File: src/rtl/img_stream_loader.sv
// rtl/img_stream_loader.sv - unpacks a UART byte stream into CNN input RAM pixels and starts the core
// Optional frame timeout enabled by defining LOADER_TIMEOUT_EN.
module img_stream_loader #(
    parameter int IMG_W       = 28,
    parameter int IMG_H       = 28,
    parameter int PIX_BITS    = 1,
    parameter int ADDR_W      = 10,
    parameter int TIMEOUT_CYC = 50000
) (
    input  logic                clk,
    input  logic                rst,
    input  logic [7:0]          rx_data,
    input  logic                rx_rdy,
    output logic                wr_en,
    output logic [ADDR_W-1:0]   wr_addr,
    output logic [PIX_BITS-1:0] wr_data,
    output logic                start,
    input  logic                done,
    output logic                busy,
    output logic [7:0]          drop_cnt,
    output logic                timeout
);
    localparam int NPIX = IMG_W * IMG_H;
    localparam int PPB  = 8 / PIX_BITS;
    localparam int CW   = ADDR_W + 1;
    localparam logic [CW-1:0] NPIX_C = CW'(NPIX);
    localparam logic [CW-1:0] PPB_C  = CW'(PPB);

    typedef enum logic [1:0] {S_IDLE, S_LOAD, S_START, S_RUN} state_t;

    state_t        state_q, state_d;
    logic [7:0]    sh_q, sh_d, hold_q, hold_d, drop_q, drop_d;
    logic          hold_vld_q, hold_vld_d;
    logic [3:0]    pcnt_q, pcnt_d;
    logic [CW-1:0] ptr_q, ptr_d, alloc_q, alloc_d;
    logic [CW-1:0] ptr_adv;
    logic [3:0]    n_new, n_alloc;
    logic          eng_free, load_hold, frame_full, drop_evt, tmo_fire;

    // Pixels the next byte contributes; tail pixels beyond NPIX are never counted.
    function automatic logic [3:0] take_cnt(input logic [CW-1:0] base);
        logic [CW-1:0] rem;
        rem = NPIX_C - base;
        if (rem >= PPB_C) take_cnt = 4'(PPB);
        else              take_cnt = 4'(rem);
    endfunction

    always_comb begin
        state_d    = state_q;
        sh_d       = sh_q;
        hold_d     = hold_q;
        hold_vld_d = hold_vld_q;
        pcnt_d     = pcnt_q;
        ptr_d      = ptr_q;
        alloc_d    = alloc_q;
        drop_d     = drop_q;
        drop_evt   = 1'b0;
        ptr_adv    = ptr_q + CW'(pcnt_q != 4'd0);
        // Engine counts as free while writing its last pixel so refills leave no gap.
        eng_free   = pcnt_q <= 4'd1;
        load_hold  = eng_free && hold_vld_q;
        frame_full = alloc_q >= NPIX_C;
        n_new      = take_cnt(ptr_adv);
        n_alloc    = take_cnt(alloc_q);

        if (pcnt_q != 4'd0) begin
            pcnt_d = pcnt_q - 4'd1;
            ptr_d  = ptr_adv;
            sh_d   = sh_q >> PIX_BITS;
        end
        if (load_hold) begin
            sh_d       = hold_q;
            pcnt_d     = n_new;
            ptr_d      = ptr_adv;
            hold_vld_d = 1'b0;
        end

        if (rx_rdy) begin
            if ((state_q == S_IDLE || state_q == S_LOAD) && !frame_full && !tmo_fire) begin
                if (eng_free && !hold_vld_q) begin
                    sh_d    = rx_data;
                    pcnt_d  = n_new;
                    ptr_d   = ptr_adv;
                    alloc_d = alloc_q + CW'(n_alloc);
                    if (state_q == S_IDLE) state_d = S_LOAD;
                end else if (!hold_vld_q || load_hold) begin
                    hold_d     = rx_data;
                    hold_vld_d = 1'b1;
                    alloc_d    = alloc_q + CW'(n_alloc);
                end else begin
                    drop_evt = 1'b1;
                end
            end else begin
                drop_evt = 1'b1;
            end
        end

        case (state_q)
            S_LOAD: begin
                if (tmo_fire) begin
                    state_d    = S_IDLE;
                    ptr_d      = '0;
                    alloc_d    = '0;
                    pcnt_d     = 4'd0;
                    hold_vld_d = 1'b0;
                end else if (pcnt_q == 4'd1 && ptr_q == NPIX_C - CW'(1)) begin
                    state_d = S_START;
                end
            end
            S_START: state_d = S_RUN;
            S_RUN: begin
                if (done) begin
                    state_d = S_IDLE;
                    ptr_d   = '0;
                    alloc_d = '0;
                end
            end
            default: ;
        endcase

        if (drop_evt && drop_q != 8'hFF) drop_d = drop_q + 8'd1;
    end

    always_ff @(posedge clk) begin
        if (rst) begin
            state_q    <= S_IDLE;
            sh_q       <= '0;
            hold_q     <= '0;
            hold_vld_q <= 1'b0;
            pcnt_q     <= '0;
            ptr_q      <= '0;
            alloc_q    <= '0;
            drop_q     <= '0;
        end else begin
            state_q    <= state_d;
            sh_q       <= sh_d;
            hold_q     <= hold_d;
            hold_vld_q <= hold_vld_d;
            pcnt_q     <= pcnt_d;
            ptr_q      <= ptr_d;
            alloc_q    <= alloc_d;
            drop_q     <= drop_d;
        end
    end

`ifdef LOADER_TIMEOUT_EN
    localparam int TW = $clog2(TIMEOUT_CYC + 1);
    localparam logic [TW-1:0] TMO_C = TW'(TIMEOUT_CYC);
    logic [TW-1:0] tmo_cnt_q, tmo_cnt_d;

    // Counter saturates so a busy engine merely postpones the abandon decision.
    always_comb begin
        tmo_fire  = (state_q == S_LOAD) && (tmo_cnt_q == TMO_C) && (pcnt_q == 4'd0) && !rx_rdy;
        tmo_cnt_d = tmo_cnt_q;
        if (state_q != S_LOAD || rx_rdy || tmo_fire) tmo_cnt_d = '0;
        else if (tmo_cnt_q != TMO_C)                 tmo_cnt_d = tmo_cnt_q + TW'(1);
    end

    always_ff @(posedge clk) begin
        if (rst) tmo_cnt_q <= '0;
        else     tmo_cnt_q <= tmo_cnt_d;
    end
`else
    assign tmo_fire = 1'b0;
`endif

    assign wr_en    = pcnt_q != 4'd0;
    assign wr_addr  = ptr_q[ADDR_W-1:0];
    assign wr_data  = sh_q[PIX_BITS-1:0];
    assign start    = state_q == S_START;
    assign busy     = (state_q == S_START) || (state_q == S_RUN);
    assign drop_cnt = drop_q;
    assign timeout  = tmo_fire;
endmodule

File: config.mk
export PLATFORM = sky130hd
export DESIGN_NAME = img_stream_loader
export DESIGN_NICKNAME = d
export VERILOG_FILES = /design/src/rtl/img_stream_loader.sv
export SDC_FILE = /design/constraint.sdc
export NUM_CORES = 1
export LEC_CHECK = 0
export ABC_AREA = 1
export CORE_UTILIZATION = 57
export CTS_CLUSTER_DIAMETER = 50
export CTS_CLUSTER_SIZE = 12
export DETAILED_ROUTE_END_ITERATION = 8
export PLACE_DENSITY_LB_ADDON = 0.25
export SLEW_MARGIN = 5
export SYNTH_ARGS = -nofsm -noshare
export SYNTH_HDL_FRONTEND = slang
export SYNTH_SLANG_ARGS = --single-unit
File: constraint.sdc
create_clock -name clk -period 3.3 [get_ports clk]
set_clock_uncertainty 0.15 [all_clocks]
set_input_delay 0.66 -clock clk [delete_from_list [all_inputs] [get_ports clk]]
set_output_delay 0.66 -clock clk [all_outputs]
set_load 0.1 [all_outputs]
# Word level (Yosys, flattened, before mapping)
# Index checks and enable logic that the tools add are counted.
# totals
input_bits,12
output_inout_bits,23
reg_bits,53
# classes
mux,41
n_lt_le_gt_ge,4
n_addsub,6
bitwise,1
n_reduce_logical,13
n_eq_ne,6
# op_table
operator,count
11-bit 2-to-1 mux,13
8-bit 2-to-1 mux,5
4-bit 2-to-1 mux,7
"11-bit by 4-bit >= comparator with 1-bit output, second input constant",2
"10-bit by 11-bit subtractor with 11-bit output, first input constant",2
2-bit 2-to-1 mux,6
11-bit by 1-bit adder with 11-bit output,1
11-bit by 4-bit adder with 11-bit output,1
"11-bit by 10-bit == test with 1-bit output, second input constant",1
"11-bit by 10-bit >= comparator with 1-bit output, second input constant",1
1-bit 2-to-1 mux,9
"8-bit by 1-bit adder with 8-bit output, second input constant",1
"8-bit inequality test, second input constant",1
2-bit one-hot mux with 3 select lines,1
1-bit logical AND,5
"2-bit == test, second input constant",2
"4-bit by 1-bit == test with 1-bit output, second input constant",1
"4-bit by 1-bit <= comparator with 1-bit output, second input constant",1
4-bit AND reduction,1
4-bit nonzero test,1
"4-bit by 1-bit subtractor with 4-bit output, second input constant",1
1-bit logical OR,3
"2-bit by 1-bit == test with 1-bit output, second input constant",1
1-bit logical NOT,2
other kinds (2),2

# Depth between registers and ports, before layout
# Gate-level depths: netlist (run 1).
# logic_depth
ltp_word,10
ltp_mapped,21

# Worst setup path before layout (run 1)
# Ideal clock, no wire load.
# synth_path
path_type,reg-to-reg
from,reg pcnt_q[0]
to,reg pcnt_q[2]
t_required_ns,3.078
synth_period_minus_slack_ns,3.827
t_arrival_ns,3.605
setup_ns,0.072
path_stages_with_launch,17
path_slack_ns,-0.527
path_cell_list,dfxtp_1 > inv_1 > ha_1 > nand2_1 > nor2_1 > inv_1 > clkbuf_1 > ha_1 > ha_1 > inv_1 > ha_1 > nand2_1 > a211oi_1 > nand3_1 > nor4_2 > nand3_1 > a21oi_1
# synth_between
elab_chain_cells,9
word_cells_on_any_way,14
# synth_lines
element,line,text
from (decl),34,"logic [3:0] pcnt_q, pcnt_d;"
from (signal assigned),139,pcnt_q <= pcnt_d;
4-bit nonzero test *,-,
named net wr_en,14,"output logic wr_en,"
11-bit by 1-bit adder with 11-bit output,58,ptr_adv = ptr_q + CW'(pcnt_q != 4'd0);
10-bit by 11-bit subtractor with 11-bit output,43,rem = NPIX_C - base;
11-bit by 4-bit >= comparator with 1-bit output,44,if (rem >= PPB_C) take_cnt = 4'(PPB);
4-bit 2-to-1 mux,44,
4-bit 2-to-1 mux,71,if (load_hold) begin
4-bit 2-to-1 mux,80,if (eng_free && !hold_vld_q) begin
4-bit 2-to-1 mux,79,if ((state_q == S_IDLE || state_q == S_LOAD) && !frame_full && !tmo_fire) begin
4-bit 2-to-1 mux *,78,if (rx_rdy) begin
# Mark *: on every way through the listed nets, which the timed path passes. The rest lies on a longest branch.
# A chain may end at the register's enable or synchronous reset.

# Worst setup path in the final report (run 1)
# layout_path
from,reg pcnt_q[0]
to,reg pcnt_q[2]
# layout_between
elab_chain_cells,9
word_cells_on_any_way,14
# layout_lines
element,line
4-bit nonzero test,"58, 66"
11-bit by 1-bit adder with 11-bit output,58
10-bit by 11-bit subtractor with 11-bit output,43
11-bit by 4-bit >= comparator with 1-bit output,44
4-bit 2-to-1 mux,44
4-bit 2-to-1 mux,71
4-bit 2-to-1 mux,80
4-bit 2-to-1 mux,79
4-bit 2-to-1 mux *,78
# Mark *: on every way between the ends. The rest lies on a longest branch, timed or not.

==> results.yml, run 1 <==
synthesis:
  muxShareOfSynthArea: 0
  yosysSeqAreaShare: 0.327
  synth_seq_cells: 53
  synth-compound-area-share: 0.189
  synthSimpleGateAreaFrac: 0.299
  synth_xor_area_frac: 0.0296
  synthTopCellsByArea: "dfxtp_1 33%, nand2_1 7.2%, o21ai_0 5.9%"
  synth-main-ff-cell: "dfxtp_1"
  avgSynthCellArea_um2: 7.22
  synth_cell_types: 49
  yosys.area_share.adder: 0.0347
  postSynth.asyncResetShare: 0
  synth_area_mm2: 0.00325
  syn_nets: 471
  syn_inst: 450
  synth_top_area_cell: "dfxtp_1"
  synth_edf_count: 0
  yosys_warnings: 0
  synth_top_family_by_area: "simple AND/OR/NAND/NOR gates"
  yosysTopAreaCellShare: 0.327
power:
  ir_worst_vdd_v: 0.000656
  p_leak_nw: 1.56
  p_per_area_mw_per_mm2: 870
detailed_routing:
  routed_via_density: 5.43
  drt-pass1-iter-count: 4
  drc: 0
  ant_nets: 0
  vias: 2961
  wl_mm: 6.97
  wl_per_cell_um: 12.8
  drt_iter0_markers: 179
grt:
  antenna_found_initial: 0
  grt_usage: 0.247
  grt_pass1_wl_mm: 12.2
  grt_overflow_total: 0
  grt_pass1_vias: 2772
  grt_max_degree: 24
die:
  die_h_um: 77.5
  core-area_mm2: 0.00551
  rows: 27
  pin_count: 35
  dieArea_mm2: 0.00601
  start_util: 0.590
  fp.dieW_um: 77.5
sta:
  finalCritPeriodShare: 0.905
  tns_ps: 0
  post-route-min-period_ps: 2990
  drv_slew: 0
  worst_pin_slew_ps: 564
  slew_headroom: 0.620
  rsz0062_at_grt: "false"
  hold_viol_final: 0
  max_freq_mhz: 335
  finalSetupViolCount: 0
  whs_ps: 300
setup_path:
  r2r_cells: 14
  r2r_slack_ps: 310
  critPathMaxFanout: 4
  cp.arrival_ps: 3080
  cp.required_ps: 3390
  worstSetupPathType: "flip-flop to flip-flop"
  reg2reg_to: "pcnt_q[2]"
  worst_setup_path_end_kind: "flip-flop"
  startpoint_type: "flip-flop"
  worstReg2RegStart: "pcnt_q[0]"
job:
  maxCapViolCount: 0
final_layout:
  final.fill_count: 497
  area_delta_synth_final_pct: 12.3
  mostFrequentLayoutCell: "nand2_1"
  most-common-layout-cells: "61 x nand2_1, 53 x dfxtp_1, 49 x nor2_1"
  nNetsFinal: 493
  fin_util: 0.663
  n_antenna_cell: 0
  drive_above_1_share: 0.180
run_status:
  status: "finished clean"
clock_network:
  cts_root_buf: "clkbuf_8"
  clockBufferDepth: 2
  cts_max_level: 2
  path_clk_slew_ps: 100
  cts_resized: 0
  worstSkewPairLatency_ps: 310
  cts_tree: "done"
  ctsHoldBuffers: 0
  cts_sinks: 53
  cts_setup_buffers: 0
  numCtsBuffers: 5
hold_path:
  hold_depth: 2
  worst_hold_startpoint: "hold_q[5]"
  hp-class: "flip-flop to flip-flop"
  worst_hold_path.endpoint: "hold_q[5]"
placed_design:
  port_buffers: 33
  gp_congestion: 0.872
  dp_hpwl_mm: 5.11
-- critical path: stages (launching register included) --
cell	delay, ps
dfxtp_1	340
inv_1	100
ha_1	190
nand2_1	90
nor2_1	130
inv_1	100
ha_1	230
ha_1	260
xnor2_2	260
nand3_1	140
o31ai_1	270
nand3_1	160
nor4_4	240
nand3_1	130
a21oi_1	140
-- cell usage after synthesis, drive strengths merged (3+ instances only) --
cell,count
buf,15
a211oi,4
nand3,30
xor2,6
ha,9
inv,60
or2,5
clkbuf,8
nor3,9
o21ai,48
dfxtp,53
nor2,58
a21oi,36
xnor2,5
nand4,11
a31oi,3
o211ai,8
nand2,68
-- registers in the layout, summed over array words and instances (netlist names) --
name,cells
state_q,2
alloc_q,11
ptr_q,11
hold_q,8
drop_cnt,8
pcnt_q,4
hold_vld_q,1
sh_q,8
-- layer usage --
layer / routed length [µm] / GRT usage
met3: 263 / 0.0400
met2: 3410 / 0.427
met4: 79 / 0.0736
met1: 3220 / 0.314
met5: 0 / 0
-- worst max path at each step --
stage / slack, ps / start / to
after CTS: 190 / pcnt_q[0] / pcnt_q[2]
final: 310 / pcnt_q[0] / pcnt_q[2]
after detailed placement: 230 / pcnt_q[0] / pcnt_q[2]
after floorplan: 130 / pcnt_q[0] / pcnt_q[0]
after global placement: 460 / pcnt_q[0] / pcnt_q[1]
after global routing: 10 / pcnt_q[0] / pcnt_q[2]
-- area by class of cell --
| type | instances | area [µm²] | share of cell area |
|---|---|---|---|
| Multi-Input combinational cell | 313 | 1820 | 0.497 |
| Timing Repair Buffer | 38 | 325 | 0.0891 |
| Clock buffer | 7 | 86.3 | 0.0237 |
| Clock inverter | 1 | 30.0 | 0.00823 |
| Inverter | 61 | 241 | 0.0662 |
| Sequential cell | 53 | 1060 | 0.291 |
| Tap cell | 72 | 90.1 | 0.0247 |
-- where the power goes --
group	switching [mW]	total, mW	leakage [nW]	internal (mW)
Combinational	1.22	1.79	1.07	0.572
Clock	0.217	0.465	0.0585	0.248
Sequential	0.118	0.918	0.435	0.800
-- per-stage QoR --
| stage | instance area (µm²) | total power [mW] | setup WS [ps] | instances |
|---|---|---|---|---|
| 2_1_floorplan | 3250 | 2.42 | 128 | 450 |
| 3_3_place_gp | 3510 | 2.65 | 457 | 537 |
| 3_5_place_dp | 3510 | 2.69 | 231 | 537 |
| 4_1_cts | 3630 | 3.16 | 189 | 545 |
| 5_1_grt | 3650 | 3.40 | 14.6 | 545 |
| 6_report | 3650 | 3.18 | 314 | 545 |
-- kinds of logic after synthesis --
group,Yosys count
flip-flops,53
other,1
buffers and inverters,84
adder cells (fa/ha/maj),9
XOR/XNOR,11
AND/OR/NAND/NOR,186
AO/OA/AOI/OAI,106
No activity file was read; power rests on OpenSTA's default activity.
==> run 2: changes to the inputs <==
Settings changed: CORE_MARGIN set to 4.
==> run 2 against run 1 <==
  * Flip-flop and latch count unchanged
  * Sequential share of layout area is 0.090 points higher
  * Clock power is 1% lower
  * Critical endpoint unchanged
  * Combinational power about the same
  * Die area increased by 16%
  * Largest cell class unchanged
  * Design area fell by 0.31%
==> results.yml, run 2 (synthesis results as in run 1) <==
die:
  pin_count: 35
  die_h_um: 83.5
  dieArea_mm2: 0.00697
  start_util: 0.590
  core-area_mm2: 0.00551
  fp.dieW_um: 83.5
  rows: 27
detailed_routing:
  wl_per_cell_um: 12.6
  ant_nets: 0
  routed_via_density: 5.41
  drc: 0
  drt-pass1-iter-count: 5
  drt_iter0_markers: 155
  vias: 2941
  wl_mm: 6.84
final_layout:
  n_antenna_cell: 0
  most-common-layout-cells: "61 x nand2_1, 53 x dfxtp_1, 49 x nor2_1"
  mostFrequentLayoutCell: "nand2_1"
  top_regs: "alloc_q x11, ptr_q x11"
  fin_util: 0.661
  nNetsFinal: 492
  multi_input_area_mm2: 0.00181
  seqCellArea_mm2: 0.00106
  final_cells: 544
  area_delta_synth_final_pct: 12.0
  final.fill_count: 487
  drive_above_1_share: 0.178
power:
  p_total_mw: 3.15
  comb_power_share: 0.564
  p_per_area_mw_per_mm2: 865
  switching_share: 0.488
  p_clk_frac: 0.146
  p_leak_nw: 1.55
  ir_worst_vdd_v: 0.000596
  p_sw_mw: 1.54
  p_int_mw: 1.61
  power_frac_seq: 0.290
grt:
  grt_usage: 0.195
  grt_overflow_total: 0
  grt_max_degree: 24
  grt_pass1_wl_mm: 11.7
  antenna_found_initial: 0
  grt_pass1_vias: 2697
sta:
  hold_viol_final: 0
  slew_headroom: 0.509
  tns_ps: 0
  rsz0062_at_grt: "false"
  max_freq_mhz: 336
  drv_slew: 0
  post-route-min-period_ps: 2980
  setup_ws_ps: 325
  finalSetupViolCount: 0
  finalCritPeriodShare: 0.902
  worst_pin_slew_ps: 737
setup_path:
  cp.arrival_ps: 3060
  cp.required_ps: 3390
  critPathMaxFanout: 4
  worstSetupPathType: "flip-flop to flip-flop"
  startpoint: "pcnt_q[0]"
  r2r_cells: 14
  startpoint_type: "flip-flop"
  worstReg2RegStart: "pcnt_q[0]"
  worst_setup_path_end_kind: "flip-flop"
run_status:
  status: "finished clean"
clock_network:
  cts_tree: "done"
  numCtsBuffers: 5
  clockBufferDepth: 2
  worstSkewPairLatency_ps: 300
  cts_sinks: 53
  path_clk_slew_ps: 100
  cts_max_level: 2
  cts_root_buf: "clkbuf_8"
placed_design:
  dp_hpwl_mm: 5.19
  pre_cts_slack_ps: 332
  gp_congestion: 0.893
  dpl.cell_count: 536
  port_buffers: 33
hold_path:
  hp-class: "flip-flop to flip-flop"
  worst_hold_startpoint: "hold_q[5]"
  hold_depth: 2
job:
  maxCapViolCount: 0
## run 2: final timing paths
path / end / slack, ps
max: pcnt_q[2] / 320
min: hold_q[5] / 300
min reg2reg: hold_q[5] / 300
max reg2reg: pcnt_q[2] / 320
## run 2: timing repair
action | 4_1_cts | 5_1_grt
resized for setup | 0 | 2
hold buffers | 0 | 0
endpoints found under the setup margin | 0 | 2
buffers inserted | 0 | 0
## run 2: metal layers
metal | global-route usage | part of all wire | up-vias
met1 | 0.257 | 0.49 | 1332
li1 | - | - | 1528
met4 | 0.0556 | 0.013 | 0
met2 | 0.329 | 0.46 | 70
met3 | 0.0306 | 0.035 | 11
met5 | 0 | 0 | -
## run 2: layout make-up
cell class,count,share of cell area
multi-input combinational,313,0.497
sequential,53,0.292
timing repair buffer,37,0.0873
inverter,61,0.0664
tap,72,0.0248
clock buffer,6,0.0227
clock inverter,2,0.0103
## run 2: worst max-delay path, cell delays in order (launching register included)
cell	delay [ps]
dfxtp_1	340
inv_1	100
ha_1	180
nand2_1	70
nor2_1	120
inv_1	70
ha_1	210
ha_1	240
xnor2_1	350
nand3_1	150
o31ai_1	270
nand3_1	150
nor4_4	240
nand3_1	140
a21oi_1	140
## run 2: metrics by stage
stage | hold WS (ps) | cell area, µm²
floorplan | 275 | 3250
global placement | 284 | 3510
detailed placement | 287 | 3510
CTS | 302 | 3630
global route | 322 | 3640
finish | 299 | 3640
## run 2: power by group through the flow
stage	logic [mW]	registers, mW	clock network (mW)
4_1_cts	1.77	0.913	0.473
3_3_place_gp	1.73	0.921	0
5_1_grt	1.96	0.932	0.493
6_report	1.77	0.914	0.460
2_1_floorplan	1.47	0.943	0
3_5_place_dp	1.76	0.926	0
==> run 3: changes to the inputs <==
Settings changed: ABC_CLOCK_PERIOD_IN_PS set to 3300, TNS_END_PERCENT set to 1.
==> results of run 3 <==
The final DEF is identical to that of run 2; final timing and power are the same.
